`src/rtl/seq_priority_encoder.sv`:
```
// Sequential priority encoder: emits the index of every set bit of an accepted vector, lowest first, one per handshake.
// Optional ENC_COUNT_EN adds out_count, the popcount of the accepted vector.
module seq_priority_encoder #(
  parameter  int N = 16,
  localparam int W = $clog2(N)
) (
  input  logic         clk,
  input  logic         rst_n,
  input  logic         enable,
  input  logic [N-1:0] in_vec,
  input  logic         in_valid,
  output logic         in_ready,
  output logic [W-1:0] out_code,
  output logic         out_valid,
  input  logic         out_ready,
  output logic         out_last,
`ifdef ENC_COUNT_EN
  output logic [W:0]   out_count,
`endif
  output logic         none_pulse
);

  typedef enum logic {IDLE = 1'b0, EMIT = 1'b1} state_t;

  localparam logic [N-1:0] ONE = N'(1);

  state_t       state_q, state_d;
  logic [N-1:0] pending_q, pending_d;
  logic         none_q, none_d;
  logic [N-1:0] cleared;
  logic [W-1:0] low_idx;
  logic         accept;

  // Dropping the lowest set bit also tells us whether it was the only one.
  assign cleared = pending_q & (pending_q - ONE);

  always_comb begin
    low_idx = '0;
    for (int i = N - 1; i >= 0; i--) begin
      if (pending_q[i]) low_idx = i[W-1:0];
    end
  end

  always_ff @(posedge clk or negedge rst_n) begin
    if (!rst_n) begin
      state_q   <= IDLE;
      pending_q <= '0;
      none_q    <= 1'b0;
    end else begin
      state_q   <= state_d;
      pending_q <= pending_d;
      none_q    <= none_d;
    end
  end

  always_comb begin
    state_d   = state_q;
    pending_d = pending_q;
    none_d    = 1'b0;
    in_ready  = 1'b0;
    out_valid = 1'b0;
    accept    = 1'b0;
    case (state_q)
      IDLE: begin
        // Gated by rst_n so in_ready reads 0 throughout reset.
        in_ready = enable && rst_n;
        accept   = in_valid && in_ready;
        if (accept) begin
          if (|in_vec) begin
            pending_d = in_vec;
            state_d   = EMIT;
          end else begin
            none_d = 1'b1;
          end
        end
      end
      EMIT: begin
        out_valid = enable;
        if (out_valid && out_ready) begin
          pending_d = cleared;
          if (cleared == '0) state_d = IDLE;
        end
      end
      default: state_d = IDLE;
    endcase
  end

  assign out_code   = (state_q == EMIT) ? low_idx : '0;
  assign out_last   = (state_q == EMIT) && (cleared == '0);
  assign none_pulse = none_q;

`ifdef ENC_COUNT_EN
  logic [W:0] count_q, count_d;

  function automatic logic [W:0] popcount(input logic [N-1:0] v);
    logic [W:0] c;
    c = '0;
    for (int i = 0; i < N; i++) c = c + {{W{1'b0}}, v[i]};
    return c;
  endfunction

  assign count_d = accept ? popcount(in_vec) : count_q;

  always_ff @(posedge clk or negedge rst_n) begin
    if (!rst_n) count_q <= '0;
    else        count_q <= count_d;
  end

  assign out_count = count_q;
`endif

endmodule

```
`config.mk`:
```
export PLATFORM = sky130hd
export DESIGN_NAME = seq_priority_encoder
export DESIGN_NICKNAME = d
export VERILOG_FILES = /design/src/rtl/seq_priority_encoder.sv
export SDC_FILE = /design/constraint.sdc
export NUM_CORES = 1
export LEC_CHECK = 0
export CELL_PAD_IN_SITES_DETAIL_PLACEMENT = 1
export CELL_PAD_IN_SITES_GLOBAL_PLACEMENT = 2
export CORE_MARGIN = 5
export CORE_UTILIZATION = 31
export DETAILED_ROUTE_END_ITERATION = 8
export GPL_ROUTABILITY_DRIVEN = 0
export HOLD_SLACK_MARGIN = 0.1
export PLACE_DENSITY = 0.82
export RECOVER_POWER = 50
export SETUP_SLACK_MARGIN = 0.05
export SKIP_LAST_GASP = 1
export SLEW_MARGIN = 20
export SYNTH_ARGS = -nofsm -noshare
export SYNTH_HDL_FRONTEND = slang
export SYNTH_SLANG_ARGS = --single-unit
```
`constraint.sdc`:
```
create_clock -name clk -period 6.55 [get_ports clk]
set_input_delay 1.31 -clock clk [delete_from_list [all_inputs] [get_ports clk]]
set_output_delay 1.31 -clock clk [all_outputs]
set_load 0.02 [all_outputs]
```
==> results.cfg <==
[status]
outcome = complete, no violations

[worst_setup_path]
crit_chain = dlygate4sd3_1 > clkbuf_1 > nand2_1 > nor2_1 > clkdlybuf4s50_1
path_buf_inv = 3
critPathCaptureType = output pin
critPathKind = input port to output pin
critPathMaxStageDelay_ns = 0.83
cp.depth = 5
required_ns = 5.24
cp_max_fo = 21
critical_path.top_delay_family = buffers and inverters
arrival_ns = 3.76
reg2reg_depth = 6
crit_path_start_kind = input port
crit_slowest_cell = clkbuf_1

[timing]
skew_ns = 0.00297
drv_slew = 0
slew_headroom_pct = 24.3
setup_ws_ns = 1.48
rsz0062_at_grt = no
fmax_mhz = 197
hold_viol = 0
tightest_slew_ns = 1.14
finalSetupViolations = 0
fin_tns_setup_ns = 0
timing.final.crit_share_pct = 77.4
fin_crit_ns = 5.07

[power]
intPower_uw = 268
power.share.sequential_pct = 36.4
irDropWorstVdd_mv = 0.0921
power_frac_comb_pct = 41.8
p_sw_share_pct = 37.7
p_leak_uw = 0.000675
p_sw_uw = 162
power_density_mw_per_mm2 = 266
p_total_uw = 430
p_clk_share_pct = 21.8

[place]
dpl-instance-area_mm2 = 0.00156
io_buffers = 28
place_ws_ns = 2.17
dp_hpwl_um = 2930
place_inst = 220

[route]
viasPerCell = 5.71
dr.pass1.iters = 4
drtAntennaViolNets = 0
num_vias = 1280
wl_met2_um = 1860
wire_per_inst_um = 17.3
drc = 0
routed_wl_um = 3880
met3_length_um = 243
topRoutingLayerUsed = met4
routedLengthMet1_um = 1740
first_iter_violations = 64

[logic_synthesis]
synth_cells = 154
synth_top_cell_by_area = dfrtp_1
ys_warn_count = 0
synth.area.top_cells = dfrtp_1 (36%), nand2_1 (8.9%), a32oi_1 (6.2%), nor4_1 (4.0%), clkbuf_1 (3.6%)
ys_async_sr_fraction_pct = 100
synth-seq-area-share_pct = 35.6
yosysTopAreaCellShare_pct = 35.6
synth-seq-cells = 18
ys_types = 44
synth_area_mm2 = 0.00127
synthesis.nets = 175
post_synth.cell_area_avg_um2 = 8.22
synth-edff-count = 0
ys.flop_type = dfrtp_1

[grt]
grt_max_degree = 22
grt_overflow_total = 0
grt_pass1_wl_um = 6480
grt_use_total_pct = 15.3
antenna_found_initial = 0
grt_pass1_vias = 1319

[min_path]
min_path_type = register to register
hold_path_depth = 2

[clock_tree]
clk_latency_ns = 0.26
clock-sinks = 18
cts_resized = 0
htree_levels = 1
cts_root_buf = clkbuf_8
clockBufferDepth = 2
postCtsSetupBuffers = 0
clkTransAtPathRegs_ns = 0.07
cts_buffers = 3
tritoncts = yes
cts_hold_buf = 0

[floorplan]
die_w_um = 73.9
pin_count = 29
start_util_pct = 31.9
die_h_um = 73.9
coreArea_mm2 = 0.00397
die-area_mm2 = 0.00546
rows = 23

[cells_and_area]
final_area_mm2 = 0.00161
fin_nets = 196
drive_gt1_share_pct = 6.90
fin_cells = 224
area_growth_pct = 27.5
diodes = 0

[flow_run]
maxCapViolations = 0
## metrics by stage
stage               hold WS, ns  utilization [%]
finish                    0.604             40.6
global placement          0.579             39.4
CTS                       0.612             40.7
floorplan                 0.535                -
detailed placement        0.596             39.4
global route              0.638             40.6
## state kept, by name, summed over array words and instances, names as in the netlist
| signal | count |
|---|---|
| none_pulse | 1 |
| pending_q | 16 |
| state_q | 1 |
## power groups by stage
stage / registers, uW / logic [uW] / clock network, uW
2_1_floorplan: 140 / 126 / 0
3_3_place_gp: 156 / 177 / 0
3_5_place_dp: 158 / 182 / 0
4_1_cts: 156 / 182 / 96.2
5_1_grt: 160 / 198 / 103
6_report: 157 / 180 / 93.7
## worst paths after layout
kind	from	slack (ns)	to
setup / recovery	rst_n	1.48	in_ready
hold / removal	pending_q[11]$_DFFE_PN0P_	0.60	pending_q[11]$_DFFE_PN0P_
setup reg to reg	pending_q[4]$_DFFE_PN0P_	4.18	state_q$_DFF_PN0_
hold reg to reg	pending_q[11]$_DFFE_PN0P_	0.60	pending_q[11]$_DFFE_PN0P_
max in group asynchronous	rst_n	4.09	pending_q[14]$_DFFE_PN0P_
min in group asynchronous	rst_n	1.79	pending_q[4]$_DFFE_PN0P_
## cells in the mapped netlist, drive strengths merged, types with 3 or more instances
master  count
nor2        7
inv         5
a21oi       4
a211oi      3
dfrtp      18
nor4        8
o21a        4
nor3        6
nand2      30
nor2b       3
a32oi       9
clkbuf     13
o21ai       5
and3        3
## per-layer routing
| metal | up-vias | GRT usage, % |
|---|---|---|
| met3 | 4 | 4.79 |
| met2 | 32 | 26.0 |
| li1 | 619 | - |
| met5 | - | 0 |
| met1 | 625 | 19.4 |
| met4 | 0 | 2.41 |
## area by class of cell
cell class              count  area (um^2)
clock buffers               4         55.1
fillers                   468         2360
inverters                   5         18.8
multi-input cells         117          736
flip-flops and latches     18          450
well taps                  50         62.6
repair buffers             30          292
## cells in the final DEF, fill, tap and decap left out, drive strengths merged, types with 3 or more instances in the layout
master / count
and3: 3
clkbuf: 5
nand2: 30
dfrtp: 18
clkdlybuf4s50: 26
o21ai: 5
o21a: 4
a211oi: 3
inv: 5
nor4: 8
a21oi: 4
nor3: 6
nor2: 7
a32oi: 9
nor2b: 3
## worst min-delay path: stages (launching register included)
cell     delay (ns)
dfrtp_1        0.43
o21ai_0        0.09
nand2_1        0.05
## cell families after synthesis
| group | synth area share [%] |
|---|---|
| fa+ha+maj | 1.58 |
| flops | 35.6 |
| compound gates | 27.9 |
| buf+inv | 6.32 |
| simple gates | 28.7 |
No activity file was read; power rests on OpenSTA's default activity.
